File: config.mk
export PLATFORM = sky130hd
export DESIGN_NAME = muldiv_unit
export DESIGN_NICKNAME = d
export VERILOG_FILES = /design/src/rtl/muldiv_pkg.sv /design/src/rtl/muldiv_div_core.sv /design/src/rtl/muldiv_unit.sv
export SDC_FILE = /design/constraint.sdc
export NUM_CORES = 1
export LEC_CHECK = 0
export CAP_MARGIN = 20
export CELL_PAD_IN_SITES_DETAIL_PLACEMENT = 1
export CELL_PAD_IN_SITES_GLOBAL_PLACEMENT = 2
export CORE_MARGIN = 2
export CORE_UTILIZATION = 39
export CTS_CLUSTER_SIZE = 10
export DETAILED_ROUTE_END_ITERATION = 10
export DONT_BUFFER_PORTS = 1
export GPL_TIMING_DRIVEN = 1
export PLACE_DENSITY_LB_ADDON = 0.05
export SYNTH_ARGS = -nofsm -noshare
export SYNTH_HDL_FRONTEND = slang
export SYNTH_SLANG_ARGS = --single-unit
export TNS_END_PERCENT = 20
File: constraint.sdc
create_clock -name clk -period 8.9 [get_ports clk]
set_input_delay 0.89 -clock clk [delete_from_list [all_inputs] [get_ports clk]]
set_output_delay 0.89 -clock clk [all_outputs]
set_load 0.02 [all_outputs]
File: src/rtl/muldiv_pkg.sv
// muldiv_pkg: shared types and op-decode helpers for the multiply/divide unit.
//   muldiv_op_t : 3-bit op encoding (RV32M funct3 order), fully decoded
//   state_t     : unit FSM states IDLE / BUSY / DONE
//   req_t       : op and final-negate flag latched at accept
//   is_signed_a / is_signed_b : operand is treated as two's complement
//   is_div      : op uses the divider
//   want_high   : MULH* select the high product word; REM* select the remainder
package muldiv_pkg;

    typedef enum logic [2:0] {
        OP_MUL    = 3'd0,
        OP_MULH   = 3'd1,
        OP_MULHSU = 3'd2,
        OP_MULHU  = 3'd3,
        OP_DIV    = 3'd4,
        OP_DIVU   = 3'd5,
        OP_REM    = 3'd6,
        OP_REMU   = 3'd7
    } muldiv_op_t;

    typedef enum logic [1:0] {
        IDLE = 2'd0,
        BUSY = 2'd1,
        DONE = 2'd2
    } state_t;

    typedef struct packed {
        muldiv_op_t op;
        logic       neg;   // negate the unsigned result at completion
    } req_t;

    // MUL is handled as unsigned: its low word is sign-agnostic.
    function automatic logic is_signed_a(input muldiv_op_t op);
        return (op == OP_MULH) || (op == OP_MULHSU) || (op == OP_DIV) || (op == OP_REM);
    endfunction

    function automatic logic is_signed_b(input muldiv_op_t op);
        return (op == OP_MULH) || (op == OP_DIV) || (op == OP_REM);
    endfunction

    function automatic logic is_div(input muldiv_op_t op);
        return op[2];
    endfunction

    function automatic logic want_high(input muldiv_op_t op);
        return op[2] ? op[1] : (op[1:0] != 2'b00);
    endfunction

endpackage

File: src/rtl/muldiv_div_core.sv
// div_core: restoring divider, one quotient bit per cycle, with the shared
// iteration counter used by the whole unit.
//   clk, rst      : clock, async active-high reset
//   flush         : abandon the running operation
//   start         : load dividend/divisor and begin iterating
//   dividend      : unsigned dividend
//   divisor       : unsigned divisor
//   done          : high during the last iteration cycle (combinational)
//   quo_nxt       : quotient after the current step
//   rem_nxt       : remainder after the current step
module div_core
#(
    parameter int DATA_WIDTH = 32
)
(
    input  logic                  clk,
    input  logic                  rst,
    input  logic                  flush,
    input  logic                  start,
    input  logic [DATA_WIDTH-1:0] dividend,
    input  logic [DATA_WIDTH-1:0] divisor,
    output logic                  done,
    output logic [DATA_WIDTH-1:0] quo_nxt,
    output logic [DATA_WIDTH-1:0] rem_nxt
);
    localparam int W  = DATA_WIDTH;
    localparam int CW = $clog2(W);
    localparam logic [CW-1:0] LAST = CW'(W - 1);

    logic          running;
    logic [CW-1:0] cnt;
    logic [W-1:0]  quo, rem, dvs;
    logic [W:0]    tmp, diff;
    logic          ge;

    // Shift the next dividend bit into the partial remainder and try a subtract.
    assign tmp     = {rem, quo[W-1]};
    assign diff    = tmp - {1'b0, dvs};
    assign ge      = ~diff[W];
    assign rem_nxt = ge ? diff[W-1:0] : tmp[W-1:0];
    assign quo_nxt = {quo[W-2:0], ge};
    assign done    = running && (cnt == LAST);

    always_ff @(posedge clk or posedge rst) begin
        if (rst) begin
            running <= 1'b0;
            cnt     <= '0;
            quo     <= '0;
            rem     <= '0;
            dvs     <= '0;
        end else if (flush) begin
            running <= 1'b0;
            cnt     <= '0;
        end else if (start) begin
            running <= 1'b1;
            cnt     <= '0;
            quo     <= dividend;
            rem     <= '0;
            dvs     <= divisor;
        end else if (running) begin
            quo <= quo_nxt;
            rem <= rem_nxt;
            if (done) begin
                running <= 1'b0;
                cnt     <= '0;
            end else begin
                cnt <= cnt + 1'b1;
            end
        end
    end

endmodule

File: src/rtl/muldiv_unit.sv
// muldiv_unit: iterative RV32M multiply/divide unit for the execute stage.
// One op per valid/ready handshake; result held until out_ready.
//   clk, rst   : clock, async active-high reset
//   flush      : abort any in-flight op; blocks acceptance this cycle
//   in_valid   : op/src_a/src_b valid       in_ready : unit idle, can accept
//   op         : muldiv_op_t                src_a/src_b : rs1/rs2 operands
//   out_valid  : result valid               out_ready : consumer takes result
//   result     : product word / quotient / remainder
// Build option: MULDIV_FAST_MUL_EN defined -> multiplies use a combinational
// multiplier and complete one edge after accept; divides stay iterative.
module muldiv_unit
    import muldiv_pkg::*;
#(
    parameter int DATA_WIDTH = 32
)
(
    input  logic                  clk,
    input  logic                  rst,
    input  logic                  flush,
    input  logic                  in_valid,
    output logic                  in_ready,
    input  muldiv_op_t            op,
    input  logic [DATA_WIDTH-1:0] src_a,
    input  logic [DATA_WIDTH-1:0] src_b,
    output logic                  out_valid,
    input  logic                  out_ready,
    output logic [DATA_WIDTH-1:0] result
);
    localparam int W = DATA_WIDTH;
    localparam logic [W-1:0] MIN_VAL = {1'b1, {(W-1){1'b0}}};

    state_t         state;
    req_t           req_q;
    logic [2*W-1:0] acc, acc_nxt, prod;
    logic [W-1:0]   mcand;

    logic           a_neg, b_neg;
    logic [W-1:0]   a_abs, b_abs;
    logic           accept, div_zero, div_ovf, fast_hit, start;
    logic [W-1:0]   fast_res;
    logic [W:0]     sum;
    logic           div_done;
    logic [W-1:0]   quo_nxt, rem_nxt, div_val, fix_res;

    // Magnitudes at accept; MIN maps to its own bit pattern, which is the
    // correct unsigned magnitude.
    assign a_neg  = is_signed_a(op) & src_a[W-1];
    assign b_neg  = is_signed_b(op) & src_b[W-1];
    assign a_abs  = a_neg ? -src_a : src_a;
    assign b_abs  = b_neg ? -src_b : src_b;

    assign accept   = in_valid & in_ready & ~flush;
    assign div_zero = is_div(op) && (src_b == '0);
    assign div_ovf  = is_div(op) && is_signed_b(op) && (src_a == MIN_VAL) && (src_b == '1);

`ifdef MULDIV_FAST_MUL_EN
    logic [2*W-1:0] a_ext, b_ext, fprod;
    // Low 2W bits of the product of sign-extended operands are exact.
    assign a_ext    = {{W{a_neg}}, src_a};
    assign b_ext    = {{W{b_neg}}, src_b};
    assign fprod    = a_ext * b_ext;
    assign fast_hit = ~is_div(op);
    assign fast_res = want_high(op) ? fprod[2*W-1:W] : fprod[W-1:0];
`else
    assign fast_hit = 1'b0;
    assign fast_res = '0;
`endif

    assign start = (state == IDLE) & accept & ~div_zero & ~div_ovf & ~fast_hit;

    // Shift-add step: conditionally add multiplicand to the high half, then
    // shift the whole accumulator right; multiplier bits drain out the bottom.
    assign sum     = {1'b0, acc[2*W-1:W]} + (acc[0] ? {1'b0, mcand} : '0);
    assign acc_nxt = {sum, acc[W-1:1]};
    assign prod    = req_q.neg ? -acc_nxt : acc_nxt;

    assign div_val = want_high(req_q.op) ? rem_nxt : quo_nxt;
    assign fix_res = is_div(req_q.op) ? (req_q.neg ? -div_val : div_val)
                                      : (want_high(req_q.op) ? prod[2*W-1:W] : prod[W-1:0]);

    // The divider also owns the iteration counter, so it runs for every
    // iterative op and its done pulse ends multiplies too.
    div_core #(.DATA_WIDTH(W)) u_div (
        .clk      (clk),
        .rst      (rst),
        .flush    (flush),
        .start    (start),
        .dividend (a_abs),
        .divisor  (b_abs),
        .done     (div_done),
        .quo_nxt  (quo_nxt),
        .rem_nxt  (rem_nxt)
    );

    always_ff @(posedge clk or posedge rst) begin
        if (rst) begin
            state     <= IDLE;
            in_ready  <= 1'b1;
            out_valid <= 1'b0;
            result    <= '0;
            req_q     <= '{op: OP_MUL, neg: 1'b0};
            acc       <= '0;
            mcand     <= '0;
        end else if (flush) begin
            state     <= IDLE;
            in_ready  <= 1'b1;
            out_valid <= 1'b0;
        end else begin
            case (state)
                IDLE: if (accept) begin
                    in_ready  <= 1'b0;
                    req_q.op  <= op;
                    // Remainder takes the dividend's sign; everything else the xor.
                    req_q.neg <= (is_div(op) && want_high(op)) ? a_neg : (a_neg ^ b_neg);
                    acc       <= {{W{1'b0}}, b_abs};
                    mcand     <= a_abs;
                    if (div_zero) begin
                        result    <= want_high(op) ? src_a : '1;
                        out_valid <= 1'b1;
                        state     <= DONE;
                    end else if (div_ovf) begin
                        result    <= want_high(op) ? '0 : MIN_VAL;
                        out_valid <= 1'b1;
                        state     <= DONE;
                    end else if (fast_hit) begin
                        result    <= fast_res;
                        out_valid <= 1'b1;
                        state     <= DONE;
                    end else begin
                        state <= BUSY;
                    end
                end
                BUSY: begin
                    acc <= acc_nxt;
                    if (div_done) begin
                        result    <= fix_res;
                        out_valid <= 1'b1;
                        state     <= DONE;
                    end
                end
                DONE: if (out_ready) begin
                    out_valid <= 1'b0;
                    in_ready  <= 1'b1;
                    state     <= IDLE;
                end
                default: begin
                    state     <= IDLE;
                    in_ready  <= 1'b1;
                    out_valid <= 1'b0;
                end
            endcase
        end
    end

endmodule
# --- Yosys cells after proc, flatten, opt, wreduce, memory -nomap -nowiden ---
# Index checks and enable logic that the tools add are counted.
classes:
  n_eq_ne: 17
  addsub: 7
  bitwise_logic: 12
  mux: 51
  reduce_logical: 26
ops:
  columns: ["op", "n"]
  rows:
  - ["two-way mux 32 bit", 18]
  - ["two-way mux 64 bit", 2]
  - ["case mux 64 bit (2 select lines)", 1]
  - ["negation 32 bit", 3]
  - ["equality test 32 bit, second input constant", 2]
  - ["negation 64 bit", 1]
  - ["case mux 32 bit (2 select lines)", 1]
  - ["adder 32 x 32 -> 33 bit", 1]
  - ["subtractor 33 x 32 -> 33 bit", 1]
  - ["logical NOT 32 bit", 1]
  - ["two-way mux 5 bit", 4]
  - ["two-way mux 1 bit", 16]
  - ["two-way mux 2 bit", 6]
  - ["!= test 3 bit, second input constant", 4]
  - ["AND reduction 3 bit", 4]
  - ["nonzero test 2 bit", 4]
  - ["bitwise AND 1 bit", 7]
  - ["equality test 3 bit, second input constant", 2]
  - ["logical AND 1 bit", 6]
  - ["!= test 2 bit, second input constant", 3]
  - ["case mux 1 bit (3 select lines)", 2]
  - ["case mux 2 bit (3 select lines)", 1]
  - ["adder 5 x 1 -> 5 bit, second input constant", 1]
  - ["equality test 5 bit, second input constant", 1]
  - ["other kinds (13)", 21]
word_totals:
  in_bits: 72
  elab_cells: 126
  regBits: 238

# --- Longest topological paths before layout ---
depth:
  ltp_word: 11
  ltp_mapped: 24
  mapped_depth_nobuf: 21

# --- Modules after synthesis ---
# Synthesis repeated with hierarchy kept, for this count alone.
unflattened:
  cells_unflattened: 2413
  hier_area_um2: 19845.3
modules_own_cells:
  columns: ["module", "cells_each", "area_per_inst_um2", "n_inst"]
  rows:
  - ["muldiv_unit", 1600, 12763.5, 1]
  - ["div_core", 813, 7081.8, 1]

# --- Worst setup path after synthesis ---
# Ideal clock, no wire load.
synth_timing:
  path_kind: "reg2reg"
  start: "reg u_div.quo[31]"
  end: "reg result[30]"
  path_slack_ps: 3475
  setup_time_ps: 130
  path_stages_with_launch: 25
  synth_period_minus_slack_ps: 5425
  required_ps: 8770
  arrival_time_ps: 5295
  cell_sequence: "dfrtp_1 inv_1 ha_1 inv_1 fa_1 a211o_1 a211o_1 a22oi_2 a2111o_4 nand2_1 nand2_1 clkbuf_1 buf_2 mux2i_1 nand2_1 o21ai_0 ha_1 o21ai_0 mux2_2 or3_1 buf_6 or4_4 nor3_2 mux2i_1 o31ai_2"
synth_between:
  elab_chain_len: 8
  elab_cells_between_ends: 9
  cone_classes: "2 x add/sub; 6 x mux; 1 x bitwise"
synth_lines:
  columns: ["item", "line_no", "source"]
  rows:
  - ["start, declared", "muldiv_div_core.sv:32", "logic [W-1:0] quo, rem, dvs;"]
  - ["start signal, assigned", "muldiv_div_core.sv:57", "quo <= dividend;"]
  - ["start signal, assigned", "muldiv_div_core.sv:61", "quo <= quo_nxt;"]
  - ["subtractor 33 x 32 -> 33 bit", "muldiv_div_core.sv:38", "assign diff = tmp - {1'b0, dvs};"]
  - ["two-way mux 32 bit / NOT 1 bit (equally long branches)", "muldiv_div_core.sv:40, muldiv_div_core.sv:39", null]
  - ["two-way mux 32 bit (*)", "muldiv_unit.sv:77", "assign div_val = want_high(req_q.op) ? rem_nxt : quo_nxt;"]
  - ["negation 32 bit", "muldiv_unit.sv:78", "assign fix_res = is_div(req_q.op) ? (req_q.neg ? -div_val : div_val)"]
  - ["two-way mux 32 bit (*) (2 in series)", "muldiv_unit.sv:78", null]
  - ["two-way mux 32 bit (*)", "muldiv_unit.sv:135", "if (div_done) begin"]
  - ["case mux 32 bit (2 select lines) (*)", "muldiv_unit.sv:109", "case (state)"]
  - ["end signal, assigned", "muldiv_unit.sv:118", "result <= want_high(op) ? src_a : '1;"]
  - ["end signal, assigned", "muldiv_unit.sv:122", "result <= want_high(op) ? '0 : MIN_VAL;"]
  - ["end signal, assigned", "muldiv_unit.sv:136", "result <= fix_res;"]
  - ["end, declared", "muldiv_unit.sv:27", "output logic [DATA_WIDTH-1:0] result"]
# Mark *: on every way between the ends. The rest lies on a longest branch, timed or not. The select of a mux whose other input is x is not followed.
# A chain may end at the register's enable or synchronous reset.

# --- Final worst setup path ---
# Ends and elaborated chain as after synthesis.

==> reports/qor.log <==
[grt] largest net degree at the start of global routing 121
[layout] fill count 6118
[grt] number of global-route vias before repair 19400
[logic_synthesis] post-synthesis net count 2689
[die] Top-Level Pins 106
[run] Max Cap Viol 0
[layout] share of final-layout standard cells stronger than drive strength 1 5.67%
[clocking] largest buffer count on any clock path 3
[power] Worst VDD drop 164 uV
[routing] via count of the routed design 19400
[die] number of placement rows 82
[clocking] post-CTS setup buffer count 0
[clocking] Inserted Clock Buffers 31
[logic_synthesis] sequential fraction of the synthesis area 30.3%
[logic_synthesis] average size of a mapped cell 7.72 um2
[layout] n_diodes 0
[logic_synthesis] count leader, synth nand2_1
[logic_synthesis] Syn Std Cell Area 0.0196 mm2
[logic_synthesis] number of library cell types mapped by synthesis 97
[place] hpwl dp 64300 um
[timing] max-slew violation count 0
[timing] Setup Viol. Count Final 0
[logic_synthesis] portion of synthesized cell area occupied by the leading cell type 30.2%
[clocking] clock tree sinks 238
[timing] slew at the pin closest to its max-slew limit 1.22 ns
[routing] antenna viol nets, final 0
[logic_synthesis] commonest cells in the synthesized netlist nand2_1 (349), o21ai_0 (280), dfrtp_1 (237), nor2_1 (227), a21oi_1 (212)
[timing] final setup skew 0.0239 ns
[timing] Final Cycle Share 69.1%
[layout] post-layout instance area 0.0211 mm2
[die] y dimension of the die 228 um
[timing] Max-slew headroom 18.4%
[timing] achievable clock frequency 0.162 GHz
[place] number of buffers inserted by port buffering 0
[routing] Initial DRT Pass Iterations 5
[routing] vias per std cell 6.18
[logic_synthesis] most area-hungry cell type in the Yosys netlist dfrtp_1
[layout] relative area change from synthesis to final layout 7.67%
[worst_setup_path] critical-path maximum fanout 16
[logic_synthesis] main flop type after synthesis dfrtp_1
[timing] post-layout min period 6.15 ns
[die] Placeable Area 0.0500 mm2
[routing] detailed-route wire length per cell 26.5 um
[logic_synthesis] synth top area cells dfrtp_1 (30%), o21ai_0 (7.1%), nand2_1 (6.7%), a21oi_1 (5.4%), ha_1 (4.5%)
[grt] number of antenna violations at the first check in global routing 1
[logic_synthesis] Syn Inst Count 2544
[logic_synthesis] proportion of register bits with asynchronous set or reset after synthesis 100%
[timing] RSZ-0062 raised after global routing no
[clocking] CTS tree built
[clocking] count of instances resized after the clock tree is built 0
[clocking] root cell of the clock tree clkbuf_16
[place] Cell Area, Placed 0.0201 mm2
[worst_setup_path] critical path start-end classification reg2reg
[power] Pleak 8.67 nW
[timing] sum of negative setup slack 0 ns
[place] final RePlAce weighted congestion 0.933
[routing] detailed-route wire length 83200 um
[clocking] clock-pin transition on the worst setup and hold timing paths 0.07 ns
[clocking] clock latency reported for the late side of the worst-skew pair 0.61 ns
[die] Chip Width 228 um
[clocking] H-tree depth 1
[worst_setup_path] sort of element at the start of the critical path register
[worst_setup_path] worst stage delay on the critical path 0.58 ns
[worst_setup_path] most numerous cell on the critical path nand2_1
[worst_setup_path] Reg2Reg Depth 21
[layout] final net count 2595
[clocking] Post-CTS Hold Buffers 0
[worst_setup_path] CP max stage cell or4_4
[power] power density normalized to cell area 271 mW/mm2
[logic_synthesis] synthesized flop and latch total 238
[worst_hold_path] classification of the worst-slack hold path in2async
[timing] final number of hold-violating endpoints 0
[die] starting density of the core 39.3%
[die] full die area 0.0521 mm2
[grt] total grt overflow 0
[worst_setup_path] CP Data Required Time 9.38 ns
[worst_setup_path] category of the worst setup path capture point register
[logic_synthesis] total of warnings raised by yosys 0
[outcome] result of the run complete, no violations
[grt] wire length of the first global-routing pass 126000 um
[worst_setup_path] data arrival at the endpoint of the critical path 6.63 ns
[routing] initial detailed-routing violation count 1519
[logic_synthesis] count of flip-flops with a built-in enable after synthesis 0
[routing] final routed DRC violation total 0
[worst_setup_path] cells along the critical path inv_1 -> ha_1 -> inv_1 -> fa_1 -> a211o_1 -> a211o_1 -> a22oi_2 -> a2111o_4 -> nand2_1 -> nand2_1 -> mux2i_1 -> nand2_1 -> o21ai_0 -> ha_1 -> o21ai_0 -> mux2_2 -> or3_1 -> or4_4 -> nor3_2 -> mux2i_1 -> o31ai_2
[grt] overall global routing resource usage 31.4%
stage by stage:
step	total power, mW	instances	util [%]	setup WS [ns]	hold WS (ns)
2_1_floorplan	3.50	2544	-	1.48	0.442
3_3_place_gp	4.36	3089	40.3	2.94	0.458
3_5_place_dp	4.41	3089	40.3	2.85	0.463
4_1_cts	5.70	3141	42.3	2.80	0.340
5_1_grt	6.08	3141	42.3	2.37	0.351
6_report	5.72	3141	42.3	2.75	0.228
layout make-up:
| cell class | count | area [um2] | area share [%] |
|---|---|---|---|
| clock buffers | 47 | 926 | 4.38 |
| clock inverters | 5 | 58.8 | 0.278 |
| inverters | 72 | 278 | 1.31 |
| flip-flops and latches | 238 | 5960 | 28.2 |
| well taps | 672 | 841 | 3.98 |
| multi-input cells | 2075 | 12800 | 60.7 |
| repair buffers | 32 | 240 | 1.14 |
path summary, 6_finish.rpt:
kind	start	to	slack, ns
max	u_div.quo[31]	result[30]	2.75
min	rst	u_div.cnt[2]	0.23
min in group clk	flush	out_valid	0.37
max reg2reg	u_div.quo[31]	result[30]	2.75
min reg2reg	mcand[21]	mcand[21]	0.47
max in group asynchronous	rst	mcand[23]	6.99
cells in the final DEF, fill, tap and decap left out, types with 24 or more instances in the layout:
master	count
nand2_1	349
o21ai_0	280
dfrtp_1	236
nor2_1	226
a21oi_1	210
xnor2_1	94
xor2_1	80
ha_1	71
inv_1	70
o31ai_1	62
nor3_1	61
and2_1	47
o211ai_1	42
a21o_1	35
nand3_1	32
buf_4	32
mux2i_1	31
clkbuf_16	31
nand4_1	27
nor4_1	24
a211oi_1	24
a22o_1	24
critical path: cells and delay by family (launching register included):
kind                     cells  cell delay (ns)
AND/OR/NAND/NOR              6             2.31
AO/OA/AOI/OAI                7             1.50
multiplexers                 3             0.85
adder cells (fa/ha/maj)      3             0.81
flip-flops                   1             0.40
buffers and inverters        2             0.14
registers in the layout, summed over array words and instances, names as in the netlist:
signal and count:
u_div.quo 32, out_valid 1, u_div.cnt 5, u_div.running 1
state 2, acc 64, mcand 32, u_div.dvs 32
in_ready 1, req_q 4, result 32, u_div.rem 32
per-layer routing:
metal / global-route usage [%] / part of all wire [%] / wire length (um)
met1: 43.3 / 45 / 37700
met2: 51.9 / 47 / 38800
met3: 2.98 / 4.5 / 3770
met4: 10.3 / 3.6 / 2960
met5: 0 / 0 / 0
report_power, final:
group / internal [mW] / total [mW] / switching (mW)
clock: 0.735 / 1.27 / 0.534
sequential: 1.32 / 1.59 / 0.275
combinational: 0.960 / 2.86 / 1.90
kinds of logic after synthesis:
family,share of synthesized area [%]
adder cells (fa/ha/maj),4.73
AND/OR/NAND/NOR,21.8
multiplexers,2.10
flip-flops,30.4
AO/OA/AOI/OAI,28.6
XOR/XNOR,7.76
buffers and inverters,4.60
Note: power is estimated with default switching activity, not from simulation.
